`config.mk`:
```
export PLATFORM = sky130hd
export DESIGN_NAME = trigger_shot_ctrl
export DESIGN_NICKNAME = d
export VERILOG_FILES = /design/src/rtl/trigger_shot_ctrl.sv
export SDC_FILE = /design/constraint.sdc
export NUM_CORES = 1
export LEC_CHECK = 0
export CAP_MARGIN = 40
export CORE_UTILIZATION = 58
export CTS_BUF_LIST = sky130_fd_sc_hd__clkbuf_4
export DETAILED_ROUTE_END_ITERATION = 10
export PLACE_DENSITY_LB_ADDON = 0.3
export SLEW_MARGIN = 10
export SYNTH_ARGS = -nofsm -noshare
export SYNTH_HDL_FRONTEND = slang
export SYNTH_SLANG_ARGS = --single-unit
```
`constraint.sdc`:
```
create_clock -name clk -period 4.83 [get_ports clk]
set_input_delay 0.483 -clock clk [delete_from_list [all_inputs] [get_ports clk]]
set_output_delay 0.483 -clock clk [all_outputs]
set_load 0.05 [all_outputs]
```
`src/rtl/trigger_shot_ctrl.sv`:
```
// -----------------------------------------------------------------------------
// trigger_shot_ctrl
//
// Shot sequencer for the trigger_gen datapath. Each shot enables trigger_gen,
// waits for the first detect pulse and then the tof-valid pulse (or a timeout),
// queues {timeout, shot index, tof} into a small first-word-fall-through FIFO,
// holds trig_enable low for a programmable hold-off and re-arms.
//
// Ports
//   clk, rst        sole clock; asynchronous active-high reset
//   sw_start        1-cycle start pulse, honoured only in IDLE
//   sw_abort        abort the run; returns to IDLE on the next edge
//   cfg_num_shots   shots per run (0 = continuous until abort)
//   cfg_timeout     max cycles from arm to tof-valid (0 = no timeout)
//   cfg_holdoff     extra low cycles of trig_enable between shots
//   trig_enable     registered enable to trigger_gen
//   detect_pls_0/1  first-pulse / tof-valid flags from trigger_gen
//   pulse_tof       measured time of flight from trigger_gen
//   res_valid/ready result FIFO handshake (pop on valid & ready)
//   res_tof/shot/timeout  head entry of the result FIFO (zero while empty)
//   busy            state != IDLE
//   shot_cnt        shots completed in the current run
//   overflow        sticky: a result was dropped because the FIFO was full
//   state_o         current state encoding, for debug
// -----------------------------------------------------------------------------
module trigger_shot_ctrl #(
  parameter int FIFO_DEPTH = 4,
  parameter int SHOT_W     = 16
) (
  input  logic              clk,
  input  logic              rst,
  input  logic              sw_start,
  input  logic              sw_abort,
  input  logic [SHOT_W-1:0] cfg_num_shots,
  input  logic [31:0]       cfg_timeout,
  input  logic [31:0]       cfg_holdoff,
  output logic              trig_enable,
  input  logic              detect_pls_0,
  input  logic              detect_pls_1,
  input  logic [31:0]       pulse_tof,
  output logic              res_valid,
  input  logic              res_ready,
  output logic [31:0]       res_tof,
  output logic [SHOT_W-1:0] res_shot,
  output logic              res_timeout,
  output logic              busy,
  output logic [SHOT_W-1:0] shot_cnt,
  output logic              overflow,
  output logic [2:0]        state_o
);

  localparam int PTR_W   = $clog2(FIFO_DEPTH);
  localparam int ENTRY_W = 1 + SHOT_W + 32;
  localparam logic [PTR_W:0] DEPTH_C = FIFO_DEPTH[PTR_W:0];

  typedef enum logic [2:0] {
    S_IDLE = 3'd0,
    S_ARM  = 3'd1,
    S_MEAS = 3'd2,
    S_HOLD = 3'd3,
    S_DONE = 3'd4
  } state_t;

  state_t            state_reg, state_next;
  logic [31:0]       timer_reg, timer_next;
  logic [31:0]       hold_cnt_reg, hold_cnt_next;
  logic [SHOT_W-1:0] shot_cnt_reg, shot_cnt_next;
  logic              overflow_reg;
  logic              trig_en_reg;

  // Two-stage registers on the detect inputs; a rise is q & ~qq.
  logic [1:0]        det_q_reg, det_qq_reg;
  logic              rise0, rise1;

  logic              timeout_hit;
  logic              hold_done;
  logic              more_shots;
  logic              start_accept;
  logic              push_req;
  logic              push_timeout;

  // FIFO
  logic [ENTRY_W-1:0] mem [FIFO_DEPTH];
  logic [PTR_W-1:0]   wr_ptr_reg, rd_ptr_reg;
  logic [PTR_W:0]     count_reg;
  logic               fifo_full;
  logic               pop;
  logic               push_ok;
  logic [ENTRY_W-1:0] push_entry;
  logic [ENTRY_W-1:0] head_entry;

  // ---------------------------------------------------------------------------
  // Detect edge registers
  // ---------------------------------------------------------------------------
  always_ff @(posedge clk or posedge rst) begin
    if (rst) begin
      det_q_reg  <= '0;
      det_qq_reg <= '0;
    end else begin
      det_q_reg  <= {detect_pls_1, detect_pls_0};
      det_qq_reg <= det_q_reg;
    end
  end

  assign rise0 = det_q_reg[0] & ~det_qq_reg[0];
  assign rise1 = det_q_reg[1] & ~det_qq_reg[1];

  // ---------------------------------------------------------------------------
  // Derived conditions
  // ---------------------------------------------------------------------------
  assign timeout_hit = (cfg_timeout != 32'd0) && (timer_reg == cfg_timeout - 32'd1);
  assign hold_done   = (hold_cnt_reg == cfg_holdoff);
  // Compared one bit wider so shot_cnt+1 cannot wrap before the comparison.
  assign more_shots  = (cfg_num_shots == '0) ||
                       (({1'b0, shot_cnt_reg} + 1'b1) < {1'b0, cfg_num_shots});

  // ---------------------------------------------------------------------------
  // FSM state register
  // ---------------------------------------------------------------------------
  always_ff @(posedge clk or posedge rst) begin
    if (rst) begin
      state_reg    <= S_IDLE;
      timer_reg    <= '0;
      hold_cnt_reg <= '0;
      shot_cnt_reg <= '0;
      trig_en_reg  <= 1'b0;
    end else begin
      state_reg    <= state_next;
      timer_reg    <= timer_next;
      hold_cnt_reg <= hold_cnt_next;
      shot_cnt_reg <= shot_cnt_next;
      // Follows the current state, so it moves one edge after the state;
      // an abort drops it on the same edge as the return to IDLE.
      if (sw_abort)
        trig_en_reg <= 1'b0;
      else
        trig_en_reg <= (state_reg == S_ARM) || (state_reg == S_MEAS);
    end
  end

  // ---------------------------------------------------------------------------
  // FSM next state
  // ---------------------------------------------------------------------------
  always_comb begin
    state_next    = state_reg;
    timer_next    = timer_reg;
    hold_cnt_next = '0;
    shot_cnt_next = shot_cnt_reg;
    start_accept  = 1'b0;
    push_req      = 1'b0;
    push_timeout  = 1'b0;

    case (state_reg)
      S_IDLE: begin
        if (sw_start && !sw_abort) begin
          start_accept  = 1'b1;
          shot_cnt_next = '0;
          timer_next    = '0;
          state_next    = S_ARM;
        end
      end
      S_ARM: begin
        timer_next = timer_reg + 32'd1;
        if (timeout_hit) begin
          push_req     = 1'b1;
          push_timeout = 1'b1;
          state_next   = S_HOLD;
        end else if (rise0) begin
          state_next = S_MEAS;
        end
      end
      S_MEAS: begin
        timer_next = timer_reg + 32'd1;
        // A tof edge in the timeout cycle takes priority over the timeout.
        if (rise1) begin
          push_req   = 1'b1;
          state_next = S_HOLD;
        end else if (timeout_hit) begin
          push_req     = 1'b1;
          push_timeout = 1'b1;
          state_next   = S_HOLD;
        end
      end
      S_HOLD: begin
        if (hold_done) begin
          shot_cnt_next = shot_cnt_reg + 1'b1;
          timer_next    = '0;
          state_next    = more_shots ? S_ARM : S_DONE;
        end else begin
          hold_cnt_next = hold_cnt_reg + 32'd1;
        end
      end
      S_DONE: begin
        state_next = S_IDLE;
      end
      default: begin
        state_next = S_IDLE;
      end
    endcase

    if (sw_abort && (state_reg != S_IDLE)) begin
      state_next    = S_IDLE;
      push_req      = 1'b0;
      push_timeout  = 1'b0;
      hold_cnt_next = '0;
      shot_cnt_next = shot_cnt_reg;
      timer_next    = timer_reg;
    end
  end

  // ---------------------------------------------------------------------------
  // Result FIFO (first-word fall-through)
  // ---------------------------------------------------------------------------
  assign fifo_full  = (count_reg == DEPTH_C);
  assign res_valid  = (count_reg != '0);
  assign pop        = res_valid & res_ready;
  // When full, a same-cycle pop frees the slot being written.
  assign push_ok    = push_req & (~fifo_full | pop);
  assign push_entry = {push_timeout, shot_cnt_reg,
                       (push_timeout ? 32'hFFFF_FFFF : pulse_tof)};

  always_ff @(posedge clk) begin
    if (push_ok)
      mem[wr_ptr_reg] <= push_entry;
  end

  always_ff @(posedge clk or posedge rst) begin
    if (rst) begin
      wr_ptr_reg   <= '0;
      rd_ptr_reg   <= '0;
      count_reg    <= '0;
      overflow_reg <= 1'b0;
    end else begin
      if (push_ok)
        wr_ptr_reg <= wr_ptr_reg + 1'b1;
      if (pop)
        rd_ptr_reg <= rd_ptr_reg + 1'b1;
      case ({push_ok, pop})
        2'b10:   count_reg <= count_reg + 1'b1;
        2'b01:   count_reg <= count_reg - 1'b1;
        default: count_reg <= count_reg;
      endcase
      if (start_accept)
        overflow_reg <= 1'b0;
      else if (push_req && !push_ok)
        overflow_reg <= 1'b1;
    end
  end

  // Head fields read as zero while empty so stale RAM contents never show.
  assign head_entry  = res_valid ? mem[rd_ptr_reg] : '0;
  assign res_tof     = head_entry[31:0];
  assign res_shot    = head_entry[32 +: SHOT_W];
  assign res_timeout = head_entry[ENTRY_W-1];

  // ---------------------------------------------------------------------------
  // Status outputs
  // ---------------------------------------------------------------------------
  assign trig_enable = trig_en_reg;
  assign busy        = (state_reg != S_IDLE);
  assign shot_cnt    = shot_cnt_reg;
  assign overflow    = overflow_reg;
  assign state_o     = state_reg;

endmodule
```
# Word-level counts from Yosys, hierarchy flattened
# Memories as Yosys holds them, arrays and structs flattened.
# Index checks and enable logic that the tools add are counted.
# word_totals
mem_bits_ro	0
mem_count	1
reg_bits	96
ram_bits	196
latchBits	0
out_inout_bits	72
in_bits	119
word_cells	101
# mem_list
memory	words	width	read_ports	rd_clocked_by_memory_dff	wr	line	rtl
mem	4	49	1	0	1	83	logic [ENTRY_W-1:0] mem [FIFO_DEPTH];
# op_classes
add_sub_neg	9
n_div	0
mux	35
order_cmp	1
eq_ne	14
bitwise_logic	9
n_shift	0
n_reduce_logical	21
multipliers	0
# op_table
operator	count
32-bit two-way mux	6
32-bit case mux with 3 select lines	1
32-bit by 1-bit adder with 32-bit output, second input constant	2
32-bit equality test	2
49-bit two-way mux	1
16-bit two-way mux	2
16-bit case mux with 2 select lines	1
32-bit nonzero test	1
32-bit by 1-bit subtractor with 32-bit output, second input constant	1
3-bit two-way mux	8
16-bit by 1-bit adder with 17-bit output, second input constant	1
17-bit by 16-bit < comparator with 1-bit output	1
16-bit by 1-bit adder with 16-bit output, second input constant	1
16-bit zero test	1
1-bit two-way mux	12
3-bit case mux with 4 select lines	1
4-bit AND reduction	3
3-bit nonzero test	3
4-bit by 3-bit inequality test with 1-bit output, second input constant	2
3-bit by 2-bit equality test with 1-bit output, second input constant	2
3-bit inequality test, second input constant	2
3-bit case mux with 2 select lines	1
2-bit nonzero test	3
2-bit by 1-bit adder with 2-bit output, second input constant	2
16 further kinds	29

# Depth between registers and ports, before layout
# Gate-level depths: netlist of run 1.
# depth
ltp_word	12
depth_mapped	18
ltp_nobuf	16

# Worst setup path after synthesis of run 1
# No wires, ideal clock.
# synth_path
path_kind	input-to-reg
startpoint	input cfg_timeout[0]
endpoint	memory mem[0][0] in the netlist's numbering (enable)
n_path_buf	1
stages	13
required_time_ps	4418
arrival_ps	4425
setup_time_ps	412
slack_ps	-7
cell_sequence	inv_1 > ha_1 > or4b_1 > buf_2 > or3_4 > nor4_4 > mux2_1 > mux2i_1 > a21o_1 > and4b_4 > o21a_1 > and2b_1 > and2_1
# synth_between
elab_chain_cells	10
word_cells_on_any_way	11
classes_between	1 x add/sub; 1 x eq/ne; 6 x mux; 1 x bitwise; 2 x reduce/logical
# synth_lines
item	line	rtl
start: declaration	35	input logic [31:0] cfg_timeout,
32-bit by 1-bit subtractor with 32-bit output	111	assign timeout_hit = (cfg_timeout != 32'd0) && (timer_reg == cfg_timeout - 32'd1);
32-bit equality test	111	
1-bit logical AND *	111	
1-bit two-way mux *	164, 178	
1-bit two-way mux	175	if (rise1) begin
1-bit case mux with 2 select lines *	153	case (state_reg)
1-bit two-way mux *	201	if (sw_abort && (state_reg != S_IDLE)) begin
1-bit AND *	218	assign push_ok = push_req & (~fifo_full | pop);
1-bit two-way mux *	223	if (push_ok)
1-bit two-way mux (not written as such) *	224	mem[wr_ptr_reg] <= push_entry;
end: declaration	83	
# Mark *: on every way between the ends. The rest lies on a longest branch, timed or not.

# Final worst setup path of run 1
# layout_path
startpoint	input cfg_timeout[1]
endpoint	register count_reg[1]
# layout_between
elab_chain_cells	10
word_cells_on_any_way	13
classes_between	1 x add/sub; 3 x eq/ne; 5 x mux; 1 x bitwise; 3 x reduce/logical
# layout_lines
item	line	rtl
32-bit by 1-bit subtractor with 32-bit output	111	
32-bit equality test	111	
1-bit logical AND *	111	
1-bit two-way mux *	164, 178	
1-bit two-way mux	175	
1-bit case mux with 2 select lines *	153	
1-bit two-way mux *	201	
1-bit AND *	218	
2-bit by 1-bit equality test with 1-bit output / 2-bit equality test (equally long branches)	238	case ({push_ok, pop})
3-bit case mux with 2 select lines / 2-bit nonzero test (equally long branches)	--	
end signal: assignment	239	2'b10: count_reg <= count_reg + 1'b1;
end signal: assignment	240	2'b01: count_reg <= count_reg - 1'b1;
end signal: assignment	241	default: count_reg <= count_reg;
end: declaration	85	logic [PTR_W:0] count_reg;
# Marks and branches as above.
# A chain may end at the register's enable or synchronous reset.

==> impl_metrics.tcl, run 1 <==
set metrics [dict create \
    status "finished clean" \
    io_buffer_count 190 \
    ys_seq_area_frac 0.561 \
    fin_nets 1571 \
    yosysWarningCount 0 \
    post_cts_buffers 0 \
    wirelength_um 32300 \
    cts_tree "yes" \
    synth_top_cell_area_share 0.398 \
    cts_resized 0 \
    place_ws_ps -0.197 \
    grt_start_max_net_pins 53 \
    cp.required_ps 5410 \
    ys_types 65 \
    endpoint_kind "register" \
    slew_headroom 0.381 \
    dieArea_um2 26100 \
    maxCapViolCount 0 \
    ys.flop_type "edfxtp_1" \
    rows 58 \
    coreArea_um2 25100 \
    p_leak_uw 0.00706 \
    synth_top_cell_by_area "edfxtp_1" \
    hold_buffers 0 \
    drv_slew 0 \
    synth_edf_count 196 \
    rsz0062_at_grt "no" \
    ant_nets 0 \
    power.density_nw_per_um2 341 \
    synthToLayoutAreaGrowth_pct 23.0 \
    clock_latency_ps 690 \
    holdWs_ps 64.6 \
    path_delay_family "simple AND/OR/NAND/NOR gates" \
    hold_path.class "input port to asynchronous set/reset pin" \
    dr.pass1.iters 5 \
    die_w_um 162 \
    largest_reg_flops 196 \
    drive_gt1_frac 0.174 \
    async_flop_share 0.329 \
    dp_hpwl_um 22500 \
    setup_viol 0 \
    path_cells "clkdlybuf4s50_1, inv_1, ha_1, or4b_1, or3_4, nor4_4, mux2_1, mux2i_1, a21o_1, and4b_4, o21a_1, nor2_1, fa_1, nor2b_1, a31oi_1, nor4b_1, o22a_1" \
    hold_viol_final 0 \
    synth_area_leaders "edfxtp_1 (40%), dfrtp_1 (16%), mux4_2 (7.5%)" \
    path_buf_inv 2 \
    arrival_ps 4790 \
    num_vias 10300 \
    fin_crit_ps 4210 \
    vias_per_cell 5.69 \
    ctsHtreeMaxLevel 3 \
    die_y_um 162 \
    cts_buffer_depth 3 \
    ir_drop_uv 328 \
    skew_ps 48.7 \
    path_class "input port to register" \
    power_uw 6190 \
    cts-root-buf "clkbuf_4" \
    dr.first_iter.drc_count 674 \
    fin_crit_sh 0.871 \
    antenna_found_initial 2 \
    clkTransAtPathRegs_ps 70 \
    numCtsBuffers 73 \
    grt_pass1_wl_um 51700 \
    grt_use_total 0.253 \
    critPathLaunchType "input port" \
    start_util 0.588 \
    synth_seq_cells 292 \
    grt_pass1_vias 10400 \
    placed_area_um2 17200 \
    max_freq_mhz 238 \
    overflow 0 \
    io-pin-count 191 \
    drc 0 \
    place.gp.congestion 0.880 \
    critPathMaxStageDelay_ps 570 \
    wl_per_cell_um 17.8 \
    cp_slowest_cell "or4b_1" \
    layout_setup_ws_ps 624 \
    synthCells 1198 \
    netlist_area_um2 14800 \
    cp_max_fo 5 \
    syn_area_per_cell_um2 12.3 \
    syn_nets 1342 \
    cts.sinks 292 \
    tightest_slew_ps 925 \
    design_area_um2 18200 \
]
==> per-stage QoR <==
stage                     setup TNS, ps  instances  utilization
after global routing                  0       1813        0.724
after global placement                0       1679        0.680
after detailed placement         -0.197       1682        0.684
after floorplan                       0       1198            -
final                                 0       1813        0.724
after CTS                             0       1811        0.723
==> cells in the mapped netlist, types with 21 or more instances <==
cell type	number
a21oi_1	23
mux4_2	49
and2_1	55
and3_1	24
nor2_1	94
edfxtp_1	196
o21ai_0	44
xor2_1	91
nand4_1	21
nor4_1	21
dfrtp_1	96
or2_2	39
xnor2_1	48
ha_1	24
clkbuf_1	47
nand2_1	72
inv_1	30
nand3_1	46
==> cells in the final DEF, fill, tap and decap left out, drive strengths merged, types with 44 or more instances in the layout <==
| master | instances |
|---|---|
| edfxtp | 196 |
| clkdlybuf4s50 | 190 |
| clkbuf | 104 |
| dfrtp | 96 |
| nor2 | 94 |
| xor2 | 91 |
| nand2 | 72 |
| and2 | 55 |
| mux4 | 49 |
| xnor2 | 48 |
| nand3 | 46 |
| o21ai | 44 |
==> cell families (layout without fill, tap and decap cells) <==
group,count (synthesis),count (layout),share of synthesized area
xor gates and xnor gates,139,139,0.0824
AOI/OAI and AO/OA,114,114,0.0481
muxes,62,62,0.0838
and+or+nand+nor,463,463,0.171
DFF,292,292,0.561
buffers and inverters,103,386,0.0319
adders and majority gates,25,25,0.0217
other,0,2,0
==> power by group <==
part | total (uW) | internal (uW) | switching, uW | leakage (uW)
Clock | 2180 | 1210 | 964 | 0.000581
Combinational | 1150 | 588 | 557 | 0.00326
Sequential | 2870 | 2720 | 145 | 0.00322
==> per-layer routing <==
| layer | track usage | vias to the layer above | share of wire |
|---|---|---|---|
| met4 | 0.0815 | 0 | 0.016 |
| met2 | 0.434 | 375 | 0.50 |
| li1 | - | 4864 | - |
| met3 | 0.0506 | 42 | 0.061 |
| met5 | 0 | - | 0 |
| met1 | 0.323 | 5031 | 0.42 |
==> area by class of cell <==
type / instances / area (um2)
diodes: 2 / 5.00
clock buffers: 104 / 781
clock inverters: 25 / 218
fillers: 1736 / 6940
inverters: 30 / 114
multi-input cells: 803 / 6020
flip-flops and latches: 292 / 8290
well taps: 330 / 413
repair buffers: 227 / 2330
==> worst register-to-register path, delay by kind of cell, from the launching register on <==
kind                       cells  cell delay (ps)
xor gates and xnor gates       1              220
and+or+nand+nor                7             1360
AOI/OAI and AO/OA              6             1280
DFF                            1              550
adders and majority gates      1              280
==> worst paths after layout <==
kind	start	to	slack (ps)	cells past startpoint
setup / recovery	cfg_timeout[1]	count_reg[1]$_DFFE_PP0P_	620	17
hold / removal	rst	hold_cnt_reg[25]$_DFF_PP0_	60	2
setup reg to reg	shot_cnt[2]$_DFFE_PP0P_	state_o[0]$_DFFE_PP0P_	1000	15
hold reg to reg	det_q_reg[0]$_DFF_PP0_	det_qq_reg[0]$_DFF_PP0_	380	0
max in group asynchronous	rst	rd_ptr_reg[0]$_DFFE_PP0P_	3900	3
min in group clk	detect_pls_1	det_q_reg[1]$_DFF_PP0_	280	1
Note: power is estimated with default switching activity, not from simulation.
==> inputs of run 2 (changes only) <==
--- a/config.mk
+++ b/config.mk
@@ -5,6 +5,7 @@
 export SDC_FILE = /design/constraint.sdc
 export NUM_CORES = 1
 export LEC_CHECK = 0
+export ABC_AREA = 1
 export CAP_MARGIN = 40
 export CORE_UTILIZATION = 58
 export CTS_BUF_LIST = sky130_fd_sc_hd__clkbuf_4
==> run 2 against run 1 <==
  * Clock power shrank 5%
  * Hold slack lost 11 ps
  * Via count is 30% higher
  * Critical path depth decreased by 12
  * Largest power group is now combinational cells
==> impl_metrics.tcl, run 2 <==
set metrics [dict create \
    endpoint_kind "primary output" \
    dieArea_um2 28100 \
    dr.pass1.iters 6 \
    netlist_area_um2 15900 \
    crit_start "rd_ptr_reg[0]$_DFFE_PP0P_" \
    drv_slew 0 \
    grt_pass1_vias 12900 \
    ys.flop_type "edfxtp_1" \
    synth_area_leaders "edfxtp_1 (37%), dfrtp_1 (15%), nor2_1 (8.6%)" \
    die_y_um 168 \
    drc 0 \
    syn_area_per_cell_um2 8.64 \
    cts_tree "yes" \
    ctsHtreeMaxLevel 3 \
    drive_gt1_frac 0.0912 \
    fin_cells 2448 \
    setup_viol 0 \
    final_cell_mix "nor2_1 (360), nand2_1 (287), edfxtp_1 (196)" \
    cp.required_ps 4350 \
    dp_hpwl_um 28000 \
    synthToLayoutAreaGrowth_pct 19.9 \
    cts-root-buf "clkbuf_4" \
    hold_path.class "input port to asynchronous set/reset pin" \
    skew_ps 51.5 \
    cts.sinks 292 \
    ant_nets 0 \
    synth_top_cell_area_share 0.370 \
    yosys-mux-area-fraction 0 \
    wl_per_cell_um 16.2 \
    syn_nets 1985 \
    fin_util 0.707 \
    fin_crit_ps 3600 \
    cts_buffer_depth 3 \
    synth_top_cells_by_count "nor2_1 (364), nand2_1 (287), edfxtp_1 (196)" \
    antenna_found_initial 1 \
    maxCapViolCount 0 \
    clock_latency_ps 700 \
    hold_viol_final 0 \
    io_buffer_count 190 \
    dr.first_iter.drc_count 1035 \
    synth_edf_count 196 \
    holdWs_ps 53.4 \
    cts_resized 0 \
    synth_compound_area_frac 0.0887 \
    die_w_um 168 \
    synth-simple-area-share 0.254 \
    coreArea_um2 27000 \
    cp_max_fo 36 \
    reg2reg_depth 22 \
    p_leak_uw 0.00739 \
    wirelength_um 39700 \
    fin_crit_sh 0.745 \
    synth_seq_cells 292 \
    final_common_cell "nor2_1" \
    tns_ps 0 \
    rows 60 \
    post_cts_buffers 0 \
    synthCells 1841 \
    crit_end "res_shot[0]" \
    power.density_nw_per_um2 470 \
    overflow 0 \
    rsz0062_at_grt "no" \
    grt_start_max_net_pins 71 \
    hold_buffers 0 \
    ys_seq_area_frac 0.521 \
    start_util 0.590 \
    slew_headroom 0.497 \
    critPathLaunchType "register" \
    r2r-start "shot_cnt[0]$_DFFE_PP0P_" \
    num_vias 13400 \
    r2r_end "state_o[0]$_DFFE_PP0P_" \
    grt_pass1_wl_um 63700 \
    io-pin-count 191 \
    ir_drop_uv 361 \
    fin_nets 2194 \
    yosys.cell_count.top_type "nor2_1" \
    arrival_ps 3110 \
    ys_types 46 \
    largest_reg_flops 196 \
    synth_xor_area_frac 0.0474 \
    dp.cells 2316 \
    place.gp.congestion 0.946 \
    tightest_slew_ps 748 \
    max_freq_mhz 278 \
    rrSetupSlack_ps 1400 \
    numCtsBuffers 73 \
    synth_top_cell_by_area "edfxtp_1" \
    vias_per_cell 5.46 \
    synthAdderAreaFrac 0.0201 \
    path_class "register to primary output" \
    yosysWarningCount 0 \
    power_uw 8960 \
    status "finished clean" \
    clkTransAtPathRegs_ps 70 \
    grt_use_total 0.286 \
    synth_top_family_by_area "simple AND/OR/NAND/NOR gates" \
    async_flop_share 0.329 \
]
[run 2: changes by cell type after synthesis, moves of 18 or more]
cell / delta
o21ai_0: +104
nand3_1: +18
nand2_1: +215
or2_1: +29
mux4_2: -49
nor2_1: +270
xor2_1: -40
nor3_1: +24
inv_1: +158
or2_2: -29
a21oi_1: +62
nand4_1: +18
and3_1: -23
and2_1: -55
[run 2: cells by family (layout without fill, tap and decap cells)]
family | Yosys count | after routing
AND/OR/NAND/NOR | 908 | 908
flip-flops | 292 | 292
buffers and inverters | 266 | 531
other | 0 | 1
XOR/XNOR | 86 | 86
AO/OA/AOI/OAI | 264 | 264
adder cells (fa/ha/maj) | 25 | 25
[run 2: layout make-up]
| type | count | area, um2 |
|---|---|---|
| Sequential cell | 292 | 8290 |
| Fill cell | 2097 | 7890 |
| Multi-Input combinational cell | 1283 | 6550 |
| Timing Repair Buffer | 206 | 2120 |
| Clock buffer | 110 | 826 |
| Inverter | 194 | 731 |
| Tap cell | 341 | 427 |
| Clock inverter | 21 | 119 |
| Antenna cell | 1 | 2.50 |
[run 2: power breakdown]
part | internal, uW | switching (uW)
Clock | 1060 | 1020
Sequential | 2740 | 69.3
Combinational | 1240 | 2830
[run 2: stage by stage]
stage          area [um2]  setup slack (ps)
6_report            19100              1230
5_1_grt             19100               987
4_1_cts             19100              1140
3_5_place_dp        18100               657
3_3_place_gp        18000               762
2_1_floorplan       15900              70.8
[run 2: metal layers]
metal	track usage	share of wire
met1	0.374	0.42
met2	0.477	0.48
met3	0.0537	0.071
met4	0.102	0.022
met5	0	0
[run 2: worst min-delay path by stage]
stage,startpoint,endpoint,slack [ps],cells past startpoint
2_1_floorplan,det_q_reg[0]$_DFF_PP0_,det_qq_reg[0]$_DFF_PP0_,350,0
4_1_cts,rst,timer_reg[11]$_DFFE_PP0P_,10,2
5_1_grt,rst,timer_reg[7]$_DFFE_PP0P_,50,2
3_3_place_gp,det_q_reg[0]$_DFF_PP0_,det_qq_reg[0]$_DFF_PP0_,360,0
6_report,rst,timer_reg[11]$_DFFE_PP0P_,50,2
3_5_place_dp,det_q_reg[0]$_DFF_PP0_,det_qq_reg[0]$_DFF_PP0_,370,0
[run 2: worst max-delay path, stage by stage (launching register included)]
cell and delay [ps]:
dfrtp_2 410, inv_2 350, buf_4 400, o21ai_0 160
a21oi_1 280, clkdlybuf4s50_1 870
==> inputs of run 3 (changes only) <==
--- a/config.mk
+++ b/config.mk
@@ -7,7 +7,7 @@
 export LEC_CHECK = 0
 export ABC_AREA = 1
 export CAP_MARGIN = 40
-export CORE_UTILIZATION = 58
+export CORE_UTILIZATION = 53
 export CTS_BUF_LIST = sky130_fd_sc_hd__clkbuf_4
 export DETAILED_ROUTE_END_ITERATION = 10
 export PLACE_DENSITY_LB_ADDON = 0.3
==> constraint.sdc (replaced) <==
create_clock -name clk -period 3 [get_ports clk]
set_input_delay 0.3 -clock clk [delete_from_list [all_inputs] [get_ports clk]]
set_output_delay 0.3 -clock clk [all_outputs]
set_load 0.05 [all_outputs]
==> run 3 against run 2 <==
  * The flow now finishes with violations (negative setup slack)
  * Total power increased by 80%
  * Register-to-register slack got worse by 1500 ps
  * Global-route usage decreased by 0.79 points
  * Sequential share of layout area decreased by 4.0 points
  * Via count increased by 5.4%
  * Largest cell class unchanged
  * First-iteration DRC count increased by 0.87%
  * Clock skew increased by 35 ps
  * Final cell count increased by 8.1%
  * Die area increased by 9.3%
==> impl_metrics.tcl, run 3 (synthesized netlist as in run 2, its figures left out) <==
set metrics [dict create \
    status "finished, violations left" \
    violations "negative setup slack" \
    power.share.clock 0.210 \
    nFillCells 2261 \
    power_uw 16100 \
    fin_crit_sh 1.03 \
    endpoint_kind "register" \
    drive_gt1_frac 0.183 \
    crit_end "state_o[0]$_DFFE_PP0P_" \
    hold_viol_final 0 \
    path_depth 25 \
    final_cell_mix "nor2_1 (353), nand2_1 (283), edfxtp_1 (196)" \
    die_y_um 175 \
    rsz0062_at_grt "yes" \
    cts.sinks 292 \
    cp_max_fo 3 \
    hold_path.class "input port to register" \
    p_sw_frac 0.420 \
    r2r_end "state_o[0]$_DFFE_PP0P_" \
    wl_per_cell_um 16.2 \
    slew_headroom 0.515 \
    dr.pass1.iters 7 \
    grt_pass1_vias 13600 \
    ctsHtreeMaxLevel 3 \
    setup_viol 1 \
    fin_util 0.710 \
    r2r-start "shot_cnt[1]$_DFFE_PP0P_" \
    layout_setup_ws_ps -100 \
    final_common_cell "nor2_1" \
    cp_slowest_cell "dfrtp_1" \
    overflow 0 \
    rrSetupSlack_ps -100 \
    arrival_ps 3650 \
    rows 63 \
    critPathMaxStageDelay_ps 450 \
    tightest_slew_ps 720 \
    dieArea_um2 30700 \
    max_freq_mhz 323 \
    place.gp.congestion 0.906 \
    clock_latency_ps 740 \
    fin_crit_ps 3100 \
    io-pin-count 191 \
    start_util 0.538 \
    clkTransAtPathRegs_ps 60 \
    coreArea_um2 29600 \
    cts-root-buf "clkbuf_4" \
    vias_per_cell 5.32 \
    skew_ps 86.8 \
    worst_path_most_repeated_cell "inv_1" \
    ir_drop_uv 503 \
    numCtsBuffers 77 \
    path_buf_inv 4 \
    power.density_nw_per_um2 769 \
    num_vias 14100 \
    maxCapViolCount 0 \
    critPathLaunchType "register" \
    cp.required_ps 3550 \
    dr.first_iter.drc_count 1044 \
    power_frac_comb 0.507 \
    antenna_found_initial 1 \
    p_leak_uw 0.00842 \
    io_buffer_count 190 \
    cts_buffer_depth 3 \
    path_delay_family "simple AND/OR/NAND/NOR gates" \
    grt_pass1_wl_um 67400 \
    power.internal_uw 9360 \
    grt_start_max_net_pins 65 \
    fin_nets 2338 \
    path_class "register to register" \
    ant_nets 0 \
    die_w_um 175 \
    dp_hpwl_um 30400 \
    crit_start "shot_cnt[1]$_DFFE_PP0P_" \
    drv_slew 0 \
    seqPwrFrac 0.283 \
    wirelength_um 42700 \
    drc 0 \
    netSwitchingPower_uw 6780 \
    reg2reg_depth 25 \
    grt_use_total 0.278 \
    largest_reg_flops 196 \
    cts_tree "yes" \
    synthToLayoutAreaGrowth_pct 32.0 \
]
-- run 3: changes by cell type in the layout (fill, tap and decap cells not counted), sizes merged --
cell           change
inv                -4
dlygate4sd3        +1
clkinv            +14
clkinvlp           +1
clkdlybuf4s50     -49
buf              +186
-- run 3: power groups by stage --
stage / clock network, uW / logic, uW / registers, uW
floorplan: 0 / 4390 / 4630
global placement: 0 / 7900 / 4670
detailed placement: 0 / 8050 / 4670
CTS: 3470 / 8100 / 4590
global route: 3680 / 8700 / 4580
finish: 3390 / 8190 / 4570
-- run 3: cell type report --
type | instances | area [um2] | area share
Clock buffer | 108 | 811 | 0.0386
Tap cell | 390 | 488 | 0.0232
Clock inverter | 32 | 164 | 0.00781
Inverter | 194 | 741 | 0.0353
Antenna cell | 1 | 2.50 | 0.000119
Multi-Input combinational cell | 1283 | 6750 | 0.321
Timing Repair Buffer | 346 | 3750 | 0.179
Sequential cell | 292 | 8290 | 0.395
-- run 3: repair_timing --
action | 4_1_cts | 5_1_grt
gates resized for setup | 5 | 36
gates cloned | 0 | 2
hold endpoints to repair | 4 | 0
hold buffers | 1 | 0
pin swaps | 0 | 15
buffers inserted | 3 | 7
endpoints found under the setup margin | 20 | 32
-- run 3: how the worst min path moves through the flow --
stage / from / end / slack (ps) / cells after the start
after global routing: detect_pls_0 / det_q_reg[0]$_DFF_PP0_ / 60 / 1
after floorplan: detect_pls_0 / det_q_reg[0]$_DFF_PP0_ / 330 / 0
after CTS: detect_pls_0 / det_q_reg[0]$_DFF_PP0_ / 60 / 1
after global placement: det_q_reg[1]$_DFF_PP0_ / det_qq_reg[1]$_DFF_PP0_ / 360 / 0
after detailed placement: det_q_reg[1]$_DFF_PP0_ / det_qq_reg[1]$_DFF_PP0_ / 380 / 0
final: detect_pls_0 / det_q_reg[0]$_DFF_PP0_ / 100 / 1
-- run 3: per-layer routing --
layer,GRT usage,vias up,part of all wire
met5,0,-,0
met4,0.0891,0,0.024
met3,0.0546,89,0.073
met2,0.474,545,0.49
met1,0.356,6576,0.42
li1,-,6870,-
-- run 3: stage by stage --
stage	hold WS (ps)	setup WS, ps	TNS, ps	cell area, um2	std cells
finish	101	-100	-100	21000	2646
global route	56.4	-365	-452	21000	2646
CTS	58.5	5.58	0	20700	2636
detailed placement	378	-439	-123350	19700	2492
global placement	363	-405	-108100	19700	2492
floorplan	331	-146	-25380	16000	1841
